File: src/rtl/mem_pkg.sv
// Shared constants for the SPI flash read path: bus widths, arbiter state
// encoding and the flash read opcode used by mem_read.
package mem_pkg;

  localparam int unsigned ADDR_W = 24;
  localparam int unsigned DATA_W = 32;

  localparam logic [7:0] READ_OPCODE = 8'h03;

  typedef logic [1:0] arb_state_t;

  localparam arb_state_t ARB_IDLE    = 2'd0;
  localparam arb_state_t ARB_BUSY    = 2'd1;
  localparam arb_state_t ARB_RELEASE = 2'd2;

endpackage

File: src/rtl/mem_arbiter_if.sv
// Request/response bundle between fetch/LSU ports, the arbiter and mem_read.
// slave = arbiter view, master = requesters plus read engine.
interface mem_arbiter_if;
  import mem_pkg::*;

  logic              i_req;
  logic [ADDR_W-1:0] i_addr;
  logic              i_ack;
  logic [DATA_W-1:0] i_rdata;

  logic              d_req;
  logic [ADDR_W-1:0] d_addr;
  logic              d_ack;
  logic [DATA_W-1:0] d_rdata;

  logic [ADDR_W-1:0] mem_addr;
  logic              mem_start;
  logic              mem_done;
  logic [DATA_W-1:0] mem_data;

  logic              grant_d;

  modport slave (
    input  i_req, i_addr, d_req, d_addr, mem_done, mem_data,
    output i_ack, i_rdata, d_ack, d_rdata, mem_addr, mem_start, grant_d
  );

  modport master (
    output i_req, i_addr, d_req, d_addr, mem_done, mem_data,
    input  i_ack, i_rdata, d_ack, d_rdata, mem_addr, mem_start, grant_d
  );

endinterface

File: src/rtl/mem_arb_pick.sv
// Two-way winner selector. Fixed data-over-instruction priority by default;
// round-robin on a last-winner pointer when MEM_ARB_RR_EN is defined.
module mem_arb_pick (
  input  logic i_req,
  input  logic d_req,
`ifdef MEM_ARB_RR_EN
  input  logic last_d,
`endif
  output logic pick_d
);

`ifdef MEM_ARB_RR_EN
  always_comb begin
    pick_d = d_req;
    // On contention hand the grant to whichever port lost last time.
    if (i_req && d_req) begin
      pick_d = ~last_d;
    end
  end
`else
  always_comb begin
    pick_d = 1'b0;
    if (d_req) begin
      pick_d = 1'b1;
    end else if (i_req) begin
      pick_d = 1'b0;
    end
  end
`endif

endmodule

File: src/rtl/mem_arbiter.sv
// Shares the mem_read engine between instruction and data ports.
// Optional round-robin arbitration via MEM_ARB_RR_EN.
module mem_arbiter
  import mem_pkg::*;
(
  input  logic         clk,
  input  logic         rst,
  mem_arbiter_if.slave bus
);

  arb_state_t        state_q, state_d;
  logic              grant_q;
  logic [ADDR_W-1:0] mem_addr_q;
  logic              i_ack_q, d_ack_q;
  logic [DATA_W-1:0] i_rdata_q, d_rdata_q;
  logic              pick_d;
  logic              win_req;
  logic              any_req;
  logic              done_ok;

`ifdef MEM_ARB_RR_EN
  logic last_d_q;
`endif

  mem_arb_pick u_pick (
    .i_req  (bus.i_req),
    .d_req  (bus.d_req),
`ifdef MEM_ARB_RR_EN
    .last_d (last_d_q),
`endif
    .pick_d (pick_d)
  );

  assign any_req = bus.i_req || bus.d_req;
  assign win_req = grant_q ? bus.d_req : bus.i_req;
  // A dropped request wins over a same-cycle mem_done.
  assign done_ok = (state_q == ARB_BUSY) && win_req && bus.mem_done;

  always_comb begin
    state_d = state_q;
    case (state_q)
      ARB_IDLE: if (any_req) state_d = ARB_BUSY;
      ARB_BUSY: if (!win_req || bus.mem_done) state_d = ARB_RELEASE;
      default:  state_d = ARB_IDLE;
    endcase
  end

  always_ff @(posedge clk or posedge rst) begin
    if (rst) begin
      state_q    <= ARB_IDLE;
      grant_q    <= 1'b0;
      mem_addr_q <= '0;
      i_ack_q    <= 1'b0;
      d_ack_q    <= 1'b0;
      i_rdata_q  <= '0;
      d_rdata_q  <= '0;
    end else begin
      state_q <= state_d;
      i_ack_q <= done_ok && !grant_q;
      d_ack_q <= done_ok && grant_q;
      if ((state_q == ARB_IDLE) && any_req) begin
        grant_q    <= pick_d;
        mem_addr_q <= pick_d ? bus.d_addr : bus.i_addr;
      end
      if (done_ok && !grant_q) i_rdata_q <= bus.mem_data;
      if (done_ok && grant_q)  d_rdata_q <= bus.mem_data;
    end
  end

`ifdef MEM_ARB_RR_EN
  // Only completed transactions move the pointer; aborts leave it alone.
  always_ff @(posedge clk or posedge rst) begin
    if (rst) begin
      last_d_q <= 1'b0;
    end else if (done_ok) begin
      last_d_q <= grant_q;
    end
  end
`endif

  // Decoded from the state register so reset drops it without waiting for a clock.
  assign bus.mem_start = (state_q == ARB_BUSY);
  assign bus.mem_addr  = mem_addr_q;
  assign bus.grant_d   = grant_q;
  assign bus.i_ack     = i_ack_q;
  assign bus.d_ack     = d_ack_q;
  assign bus.i_rdata   = i_rdata_q;
  assign bus.d_rdata   = d_rdata_q;

endmodule

File: src/flat_wrapper.sv
// flat-port wrapper written by rule: the top's interface ports become plain ports
module mem_arbiter_flat import mem_pkg::*;
  (clk, rst, bus_i_req, bus_i_addr, bus_d_req, bus_d_addr, bus_mem_done, bus_mem_data, bus_i_ack, bus_i_rdata, bus_d_ack, bus_d_rdata, bus_mem_addr, bus_mem_start, bus_grant_d);
  mem_arbiter_if bus_i ();
  input  logic clk;
  input  logic rst;
  input wire logic [$bits(bus_i.i_req)-1:0] bus_i_req;
  input wire logic [$bits(bus_i.i_addr)-1:0] bus_i_addr;
  input wire logic [$bits(bus_i.d_req)-1:0] bus_d_req;
  input wire logic [$bits(bus_i.d_addr)-1:0] bus_d_addr;
  input wire logic [$bits(bus_i.mem_done)-1:0] bus_mem_done;
  input wire logic [$bits(bus_i.mem_data)-1:0] bus_mem_data;
  output wire logic [$bits(bus_i.i_ack)-1:0] bus_i_ack;
  output wire logic [$bits(bus_i.i_rdata)-1:0] bus_i_rdata;
  output wire logic [$bits(bus_i.d_ack)-1:0] bus_d_ack;
  output wire logic [$bits(bus_i.d_rdata)-1:0] bus_d_rdata;
  output wire logic [$bits(bus_i.mem_addr)-1:0] bus_mem_addr;
  output wire logic [$bits(bus_i.mem_start)-1:0] bus_mem_start;
  output wire logic [$bits(bus_i.grant_d)-1:0] bus_grant_d;
  assign bus_i.i_req = bus_i_req;
  assign bus_i.i_addr = bus_i_addr;
  assign bus_i.d_req = bus_d_req;
  assign bus_i.d_addr = bus_d_addr;
  assign bus_i.mem_done = bus_mem_done;
  assign bus_i.mem_data = bus_mem_data;
  assign bus_i_ack = bus_i.i_ack;
  assign bus_i_rdata = bus_i.i_rdata;
  assign bus_d_ack = bus_i.d_ack;
  assign bus_d_rdata = bus_i.d_rdata;
  assign bus_mem_addr = bus_i.mem_addr;
  assign bus_mem_start = bus_i.mem_start;
  assign bus_grant_d = bus_i.grant_d;
  mem_arbiter u_core (.clk(clk), .rst(rst), .bus(bus_i));
endmodule
File: config.mk
export PLATFORM = sky130hd
export DESIGN_NAME = mem_arbiter_flat
export DESIGN_NICKNAME = d
export VERILOG_FILES = /design/src/rtl/mem_pkg.sv /design/src/rtl/mem_arbiter_if.sv /design/src/rtl/mem_arb_pick.sv /design/src/rtl/mem_arbiter.sv /design/src/flat_wrapper.sv
export SDC_FILE = /design/constraint.sdc
export NUM_CORES = 1
export LEC_CHECK = 0
export ABC_CLOCK_PERIOD_IN_PS = 7480
export CAP_MARGIN = 20
export CORE_AREA = 2 2 76 132
export CTS_BUF_LIST = sky130_fd_sc_hd__clkbuf_2 sky130_fd_sc_hd__clkbuf_4 sky130_fd_sc_hd__clkbuf_8
export DETAILED_ROUTE_END_ITERATION = 16
export DIE_AREA = 0 0 78 134
export HOLD_SLACK_MARGIN = 0.05
export MAX_ROUTING_LAYER = met4
export PLACE_DENSITY = 0.8
export SYNTH_ARGS = -nofsm -noshare
export SYNTH_HDL_FRONTEND = slang
export SYNTH_SLANG_ARGS = --single-unit
File: constraint.sdc
create_clock -name clk -period 7.48 [get_ports clk]
set_input_delay 0.748 -clock clk [delete_from_list [all_inputs] [get_ports clk]]
set_output_delay 0.748 -clock clk [all_outputs]
set_load 0.02 [all_outputs]
==> summary.md, run 1 <==
| Metric | Value |
|---|---|
| Worst-Margin Slew | `1026 ps` |
| Startpoint Class | `input port` |
| Antenna violations before repair | `0` |
| Final period utilization | `34.94%` |
| Worst min path class | `reg -> reg` |
| Post-synth top area cell | `dfrtp_1` |
| Critical Path AT | `2850 ps` |
| Endpoints failing setup | `0` |
| Crit end category | `register` |
| CTS sink cnt | `93` |
| Starting density of the core | `41.68%` |
| First-pass GRT wire length | `14630 µm` |
| Latest clock arrival within the worst-skew pair | `360 ps` |
| Routed wire length | `9522 µm` |
| DRC viols | `0` |
| Flop pwr share | `34.4%` |
| Worst EP required | `7710 ps` |
| Final setup TNS | `0 ps` |
| Crit path cell chain | `clkdlybuf4s50_1, buf_4, o21a_1, mux2_2` |
| Num CTS Buffers | `9` |
| DR pass1 iterations | `4` |
| Average size of a mapped cell | `16.62 µm²` |
| Leak | `0.002619 µW` |
| Post-DP HPWL | `7146 µm` |
| Post-layout min period | `2614 ps` |
| FF+latch count, synth | `93` |
| Ports | `177` |
| Post-CTS Hold Buffers | `0` |
| Worst path slowest cell | `o21a_1` |
| Ant. Diodes | `0` |
| Clock power frac | `14.4%` |
| Worst clock skew | `15.75 ps` |
| Via-to-Cell Ratio | `4.782` |
| Met2 Track Usage GR | `34.43%` |
| GRT busiest layer | `met2` |
| Internal cell power | `1677 µW` |
| Fmax | `382.6 MHz` |
| P&R area growth vs syn | `53.25%` |
| Gr usage total | `19.03%` |
| H-tree depth | `3` |
| Cell Pwr Density | `429.7 nW/µm²` |
| Max stage delay on crit path | `880 ps` |
| Total of max-cap violations | `0` |
| Status | `finished clean` |
| Post-Syn Area | `3921 µm²` |
| RSZ-0062 raised after global routing | `no` |
| Hold Vio Cnt, Final | `0` |
| Total grt overflow | `0` |
| Post-CTS Resized | `0` |
| Clock slew at reported path FFs | `90 ps` |
| Max clock buf depth | `2` |
| Comb power frac | `51.2%` |
| P_sw | `905.5 µW` |
| Distinct cell type count after synthesis | `18` |
| Core area | `9409 µm²` |
| Port-buffer cells | `176` |
| CP Max Fanout | `29` |
| CTS tree | `done` |
| Worst slew margin | `31.59%` |
| Synth warnings | `0` |
| Die area | `10450 µm²` |
| Synth top area share | `59.35%` |
| Final Max Tran Viols | `0` |
| Largest net degree at the start of global routing | `86` |
| Via count of the routed design | `2587` |
| Non-filler cells in the finished layout | `541` |
| GRT met1 Usage | `18.96%` |
| Synth top area cells | `dfrtp_1 (59%), mux2_2 (24%), mux2_4 (11%), buf_4 (0.96%), buf_6 (0.86%)` |
| Syn_nets | `321` |
| Vias in the first global route | `2829` |
| Die H | `134 µm` |
| Share of the yosys chip area belonging to registers | `59.35%` |
| Layout cell share with drive strength beyond 1 | `32.46%` |
| Average wire per standard cell | `17.60 µm` |
| Grt met3 use | `2.355%` |
| Nets | `499` |
| Post-CTS Setup Bufs | `0` |
| CTS Root Cell | `clkbuf_8` |
| Placed Cells | `524` |
| VDD IR max | `0.1990 mV` |
| Die boundary width | `78 µm` |
| Detailed router's first-iteration violation count | `84` |
| Worst Setup Path Type | `in -> reg` |
| Post-synthesis instance total | `236` |
| Sw frac | `35.07%` |
| Post-route ant nets | `0` |
| RD Place Congestion | `0.7814` |
| Rows | `47` |
-- path summary, 6_finish.rpt --
path / start / endpoint / slack [ps] / cells past startpoint
worst min register to register: u_core.state_q[1] / u_core.state_q[0] / 480 / 1
min in group asynchronous: rst / u_core.bus.mem_addr[11] / 580 / 2
max in group asynchronous: rst / u_core.bus.mem_addr[23] / 6050 / 4
worst max register to register: u_core.state_q[1] / u_core.bus.d_rdata[20] / 5420 / 3
worst min-delay path: u_core.state_q[1] / u_core.state_q[0] / 480 / 1
worst max-delay path: bus_d_req / u_core.bus.mem_addr[3] / 4870 / 4
-- flip-flops by register name, summed over array words and instances (netlist names) --
signal and cells:
u_core.bus.grant_d 1, u_core.state_q 2, u_core.bus.mem_addr 24, u_core.bus.d_rdata 32, u_core.bus.i_rdata 32, u_core.bus.d_ack 1
u_core.bus.i_ack 1
-- stage by stage --
stage / setup WS (ps) / hold slack [ps] / area (µm²) / power, µW / utilization, %
2_1_floorplan: 4312 / 415.0 / 3921 / 1592 / -
3_3_place_gp: 4500 / 423.5 / 5761 / 2193 / 61.22
3_5_place_dp: 4440 / 448.5 / 5761 / 2235 / 61.22
4_1_cts: 4842 / 473.5 / 5982 / 2613 / 63.58
5_1_grt: 4788 / 516.5 / 6010 / 2696 / 63.87
6_report: 4866 / 477.2 / 6010 / 2582 / 63.87
-- logic make-up (layout without fill, tap and decap cells) --
family	Yosys count	in the layout	share of synthesized area (%)
AOI/OAI and AO/OA	7	7	1.117
buffers and inverters	16	199	2.712
DFF	93	93	59.35
muxes	112	112	34.94
and+or+nand+nor	8	8	1.883
-- synthesized netlist by cell type (all sizes together) --
master,number
a22o,1
inv,4
nor2,1
mux2,112
a21oi,2
dfrtp,93
nand4,1
nand3,1
o21ai,2
buf,12
nand2,2
nor2b,2
o21a,2
and2b,1
-- cell usage in the layout, fill, tap and decap left out, drive strengths merged --
master         count
a21oi              2
a22o               1
and2b              1
buf                3
bufinv             2
clkbuf             9
clkdlybuf4s50    176
clkinv             3
clkinvlp           2
dfrtp             93
inv                4
mux2             112
nand2              2
nand3              1
nand4              1
nor2               1
nor2b              2
o21a               2
o21ai              2
-- worst max-delay path: cells and delay by family --
kind                   cells  cell delay [ps]
muxes                      1              420
buffers and inverters      2              790
AOI/OAI and AO/OA          1              880
-- final cells by class --
cell class | count | area (µm²)
fillers | 733 | 3400
well taps | 122 | 152.6
inverters | 4 | 16.27
repair buffers | 179 | 1804
clock inverters | 7 | 97.59
flip-flops and latches | 93 | 2327
clock buffers | 9 | 123.9
multi-input cells | 127 | 1488
-- power groups by stage --
stage | Sequential, µW | Combinational (µW) | Clock (µW)
after global placement | 886 | 1310 | 0
after detailed placement | 897 | 1340 | 0
after CTS | 891 | 1340 | 383
after floorplan | 1180 | 408 | 0
final | 889 | 1320 | 371
after global routing | 920 | 1380 | 400
-- metal layers --
layer | vias to the layer above | wire length, µm
met5 | - | 0
met4 | 0 | 403
met3 | 26 | 463
met2 | 99 | 5358
met1 | 1276 | 3295
li1 | 1186 | -
Power figures use the tool's default switching activity.
==> inputs of run 2 (changes only) <==
ABC_CLOCK_PERIOD_IN_PS = 2700   (was 7480)
clock period = 2.7 ns   (was 7.48 ns; I/O delays follow)
==> summary.md, run 2 (synthesized netlist as in run 1, its figures left out) <==
| Metric | Value |
|---|---|
| Die H | `134 µm (unchanged)` |
| Hold Vio Cnt, Final | `0 (unchanged)` |
| Max stage delay on crit path | `630 ps (was 880 ps)` |
| Post-CTS Resized | `0 (unchanged)` |
| Routed wire length | `9695 µm (was 9522 µm)` |
| CP Capture Point | `bus_mem_start (was u_core.bus.mem_addr[3])` |
| Num CTS Buffers | `9 (unchanged)` |
| RSZ-0062 raised after global routing | `no (unchanged)` |
| Critical Path Start | `u_core.state_q[1] (was bus_d_req)` |
| Gr usage total | `19.71% (was 19.03%)` |
| Final Max Tran Viols | `0 (unchanged)` |
| Vias in the first global route | `2877 (was 2829)` |
| CTS sink cnt | `93 (unchanged)` |
| Ant. Diodes | `0 (unchanged)` |
| Post-DP HPWL | `6901 µm (was 7146 µm)` |
| Critical Path AT | `1690 ps (was 2850 ps)` |
| Post-layout min period | `1958 ps` |
| Endpoints failing setup | `0 (unchanged)` |
| Latest clock arrival within the worst-skew pair | `370 ps (was 360 ps)` |
| Worst-Margin Slew | `546.5 ps (was 1026 ps)` |
| Final setup TNS | `0 ps (unchanged)` |
| Post-CTS Setup Bufs | `0 (unchanged)` |
| Worst R2R End | `u_core.bus.i_rdata[22] (was u_core.bus.d_rdata[20])` |
| Fmax | `510.8 MHz` |
| Detailed router's first-iteration violation count | `122 (was 84)` |
| Nets | `501 (was 499)` |
| Die area | `10450 µm² (unchanged)` |
| Commonest non-fill, non-tap cells in the layout | `clkdlybuf4s50_1 (176), dfrtp_1 (93), mux2_2 (83), mux2_4 (29), clkbuf_8 (10) (was clkdlybuf4s50_1 (176), dfrtp_1 (93), mux2_2 (83), mux2_4 (29), clkbuf_8 (9))` |
| Worst clock skew | `15.23 ps (was 15.75 ps)` |
| Clock slew at reported path FFs | `100 ps (was 90 ps)` |
| CP delay by family, top | `buffers and inverters (was compound AO/OA/AOI/OAI gates)` |
| Cell Pwr Density | `1180 nW/µm² (was 429.7 nW/µm²)` |
| Largest net degree at the start of global routing | `94 (was 86)` |
| Hold Slack | `337.0 ps (was 477.2 ps)` |
| Final period utilization | `72.50%` |
| Ports | `177 (unchanged)` |
| Max clock buf depth | `2 (unchanged)` |
| Crit path cell chain | `and2b_2, clkdlybuf4s50_1 (was clkdlybuf4s50_1, buf_4, o21a_1, mux2_2)` |
| Rows | `47 (unchanged)` |
| CP Max Fanout | `4 (was 29)` |
| Worst path slowest cell | `clkdlybuf4s50_1 (was o21a_1)` |
| Commonest non-fill, non-tap cell in the layout | `clkdlybuf4s50_1 (unchanged)` |
| DR pass1 iterations | `4 (unchanged)` |
| CTS tree | `done (unchanged)` |
| Via count of the routed design | `2577 (was 2587)` |
| Reg2reg path depth | `3 (unchanged)` |
| Crit end category | `output pin (was register)` |
| Total grt overflow | `0 (unchanged)` |
| Status | `finished clean (unchanged)` |
| Worst EP required | `2430 ps (was 7710 ps)` |
| Non-filler cells in the finished layout | `543 (was 541)` |
| Reg-to-reg setup timing slack | `990 ps (was 5420 ps)` |
| Post-CTS Hold Buffers | `0 (unchanged)` |
| Average wire per standard cell | `17.85 µm (was 17.60 µm)` |
| DRC viols | `0 (unchanged)` |
| Worst slew margin | `63.57% (was 31.59%)` |
| Total of max-cap violations | `0 (unchanged)` |
| CP bufs+invs | `1 (was 2)` |
| Die boundary width | `78 µm (unchanged)` |
| P&R area growth vs syn | `53.32% (was 53.25%)` |
| Starting density of the core | `41.68% (unchanged)` |
| Worst Setup Path Type | `reg -> out (was in -> reg)` |
| VDD IR max | `0.5457 mV (was 0.1990 mV)` |
| Layout cell share with drive strength beyond 1 | `32.78% (was 32.46%)` |
| Placed Cells | `527 (was 524)` |
| Antenna violations before repair | `0 (unchanged)` |
| Startpoint Class | `register (was input port)` |
| Port-buffer cells | `176 (unchanged)` |
| CTS Root Cell | `clkbuf_8 (unchanged)` |
| Worst min path class | `in -> async (was reg -> reg)` |
| Leak | `0.002625 µW (was 0.002619 µW)` |
| R2R Path Start | `u_core.bus.grant_d (was u_core.state_q[1])` |
| RD Place Congestion | `0.8047 (was 0.7814)` |
| First-pass GRT wire length | `15200 µm (was 14630 µm)` |
| Critical Path Stages | `2 (was 4)` |
| Core area | `9409 µm² (unchanged)` |
| Post-route ant nets | `0 (unchanged)` |
| H-tree depth | `3 (unchanged)` |
| Via-to-Cell Ratio | `4.746 (was 4.782)` |
run 2: cell types whose count changed in the layout (fill, tap and decap cells not counted), sizes merged:
cell    delta
buf        +2
clkinv     -1
clkbuf     +2
bufinv     -1
run 2: worst min-delay path by stage:
| stage | cells past startpoint | from | slack (ps) | endpoint |
|---|---|---|---|---|
| 2_1_floorplan | 2 | bus_i_req | 400 | u_core.state_q[0] |
| 3_3_place_gp | 1 | u_core.state_q[1] | 430 | u_core.state_q[0] |
| 3_5_place_dp | 1 | u_core.state_q[1] | 450 | u_core.state_q[0] |
| 4_1_cts | 3 | rst | 360 | u_core.bus.d_rdata[27] |
| 5_1_grt | 3 | rst | 370 | u_core.bus.d_rdata[24] |
| 6_report | 3 | rst | 340 | u_core.bus.mem_addr[5] |
run 2: layout make-up:
class / count / area [µm²]
fillers: 748 / 3397
flip-flops and latches: 93 / 2327
repair buffers: 181 / 1824
multi-input cells: 127 / 1488
well taps: 122 / 152.6
clock buffers: 11 / 145.1
clock inverters: 5 / 58.81
inverters: 4 / 16.27
run 2: per-layer routing:
metal / vias to the layer above / wire length (µm) / GRT usage [%]
met5: - / 0 / -
met4: 0 / 371 / 10.33
met3: 25 / 457 / 4.240
met2: 98 / 5218 / 34.05
met1: 1264 / 3648 / 20.89
li1: 1190 / - / -
run 2: stage by stage:
| step | power, µW | util [%] | worst slack (ps) | instance area [µm²] |
|---|---|---|---|---|
| 2_1_floorplan | 4411 | - | 9.686 | 3921 |
| 4_1_cts | 7179 | 63.90 | 716.0 | 6012 |
| 3_3_place_gp | 6095 | 61.73 | 571.9 | 5808 |
| 3_5_place_dp | 6195 | 61.73 | 549.7 | 5808 |
| 6_report | 7095 | 63.90 | 742.4 | 6012 |
| 5_1_grt | 7437 | 63.90 | 684.4 | 6012 |
run 2: power by group:
part           leakage, µW  internal [µW]  switching, µW
logic              0.00140           2060           1620
clock network    0.0000994            466            500
registers          0.00112           2080            376
run 2: worst min-delay path, stage by stage:
cell and delay, ps:
clkdlybuf4s50_1 430, clkinv_2 70, buf_12 390
==> RTL change, RTL diff (config.mk and constraints of run 2) <==
Change the package constant `ADDR_W` from 24 to 16.
--- a/src/rtl/mem_pkg.sv
+++ b/src/rtl/mem_pkg.sv
@@ -4,3 +4,3 @@
 
-  localparam int unsigned ADDR_W = 24;
+  localparam int unsigned ADDR_W = 16;
   localparam int unsigned DATA_W = 32;
Ports: changed (resized bus_d_addr, bus_i_addr and bus_mem_addr); port bits go from 177 to 153. The function was not compared with the original's and may differ.
==> RTL change against run 2 <==
Global-route usage decreased by 2.2 points; sequential power decreased by 8.5%; largest cell class unchanged; cell count decreased by 8.8%; critical path depth unchanged; final area decreased by 11%; wire length decreased by 13%; highest routed layer unchanged; combinational power decreased by 10%; sequential cell count decreased by 8; count of clock-buffer cells in the layout unchanged; clock power decreased by 6.1%; worst setup slack improved by 0.027 ns; synthesized area decreased by 10%; power decreased by 9.0%.
==> RTL change: results (changes against run 2) <==
metric,value,unit,change
status,"complete, no violations",,unchanged
Total GRT Usage,17.48,%,was 19.71%
Clock Tree Root,clkbuf_8,,unchanged
Final Cycle Share,71.49,%,was 72.50%
Post-Syn Instances,210,,was 236
Port Buffers,152,,was 176
fill cell count,781,,was 748
most instantiated cells after synthesis,"85 x dfrtp_1, 67 x mux2_2, 29 x mux2_4",,"was 93 x dfrtp_1, 83 x mux2_2, 29 x mux2_4"
met2 usage,31.32,%,was 34.05%
Worst EP arrival,1.66,ns,was 1.69 ns
synth top area cells,"dfrtp_1 60%, mux2_2 21%, mux2_4 12%, buf_6 0.96%, buf_4 0.85%",,"was dfrtp_1 59%, mux2_2 24%, mux2_4 11%, buf_4 0.96%, buf_6 0.86%"
clk_lat worst skew,0.35,ns,was 0.37 ns
Tightest Pin Transition,0.7473,ns,was 0.5465 ns
wire length on met3,312,um,was 457 um
DRT Pass-1 Iters,2,,was 4
DRT iter0 DRCs,81,,was 122
reg-to-reg endpoint,u_core.bus.i_rdata[0],,was u_core.bus.i_rdata[22]
WL/cell,17.05,um,was 17.85 um
number of global-route vias before repair,2629,,was 2877
sequential area share after synthesis,60.31,%,was 59.35%
final hold slack,0.3440,ns,was 0.3370 ns
routability cong.,0.7873,,was 0.8047
largest net degree at the start of global routing,44,,was 94
met2 routed WL,4866,um,was 5218 um
Worst VDD drop,656.4,uV,was 545.7 uV
vias,2319,,was 2577
grt met1 use,17.70,%,was 20.89%
GRT met3 Usage,3.297,%,was 4.240%
skew final,0.01313,ns,was 0.01523 ns
M1 WL,2927,um,was 3648 um
Post-DP Area,5175,sq um,was 5808 sq um
first-pass GRT wire length,13580,um,was 15200 um
mux share of post-synthesis cell area,33.74,%,was 34.94%
share of cells above drive strength 1,32.71,%,was 32.78%
placed cells,479,,was 527
Unique masters post-synth,19,,was 18
Static Leakage,2.373,nW,was 2.625 nW
Post-Layout Cell Count,495,,was 543
fin nets,437,,was 501
DPL Wire Length,6379,um,was 6901 um
Synth Area in Compound Gates,1.242,%,was 1.117%
syn_nets,279,,was 321
Longest Clk Path Bufs,2,,unchanged
==> RTL change: cell count changes after synthesis, sizes merged <==
cell	delta
clkbuf	+1
buf	-3
dfrtp	-8
mux2	-16
==> RTL change: cell families after synthesis <==
| family | count (synthesis) |
|---|---|
| flops | 85 |
| compound gates | 7 |
| simple gates | 8 |
| mux | 96 |
| buf+inv | 14 |
==> RTL change: worst max path at each step <==
stage / start / endpoint / slack [ns]
after CTS: u_core.state_q[1] / bus_mem_start / 0.75
final: u_core.state_q[1] / bus_mem_start / 0.77
after global placement: bus_i_req / u_core.bus.i_rdata[29] / 0.69
after global routing: u_core.state_q[1] / bus_mem_start / 0.71
after detailed placement: bus_i_req / u_core.bus.i_rdata[10] / 0.63
after floorplan: rst / u_core.bus.d_ack / 0.24
==> RTL change: layout make-up <==
type / count / area (sq um) / share of cell area (%)
inverters: 4 / 16.27 / 0.3023
clock buffers: 11 / 145.1 / 2.698
repair buffers: 157 / 1572 / 29.21
multi-input cells: 111 / 1308 / 24.30
well taps: 122 / 152.6 / 2.837
clock inverters: 5 / 60.06 / 1.116
flip-flops and latches: 85 / 2127 / 39.53
==> RTL change: power breakdown <==
part / switching (mW) / leakage [nW] / internal [mW]
clock network: 0.442 / 0.103 / 0.465
logic: 1.46 / 1.24 / 1.84
registers: 0.350 / 1.03 / 1.90
==> RTL change: through the flow <==
step                total power [mW]  worst slack (ns)
floorplan                      3.996            0.2365
global placement               5.518            0.6938
detailed placement             5.613            0.6331
CTS                            6.552            0.7456
global route                   6.793            0.7130
finish                         6.456            0.7698
==> RTL change: worst max-delay path, cell delays in order, from the launching register on <==
cell,delay (ns)
dfrtp_1,0.40
and2b_2,0.30
clkdlybuf4s50_1,0.63
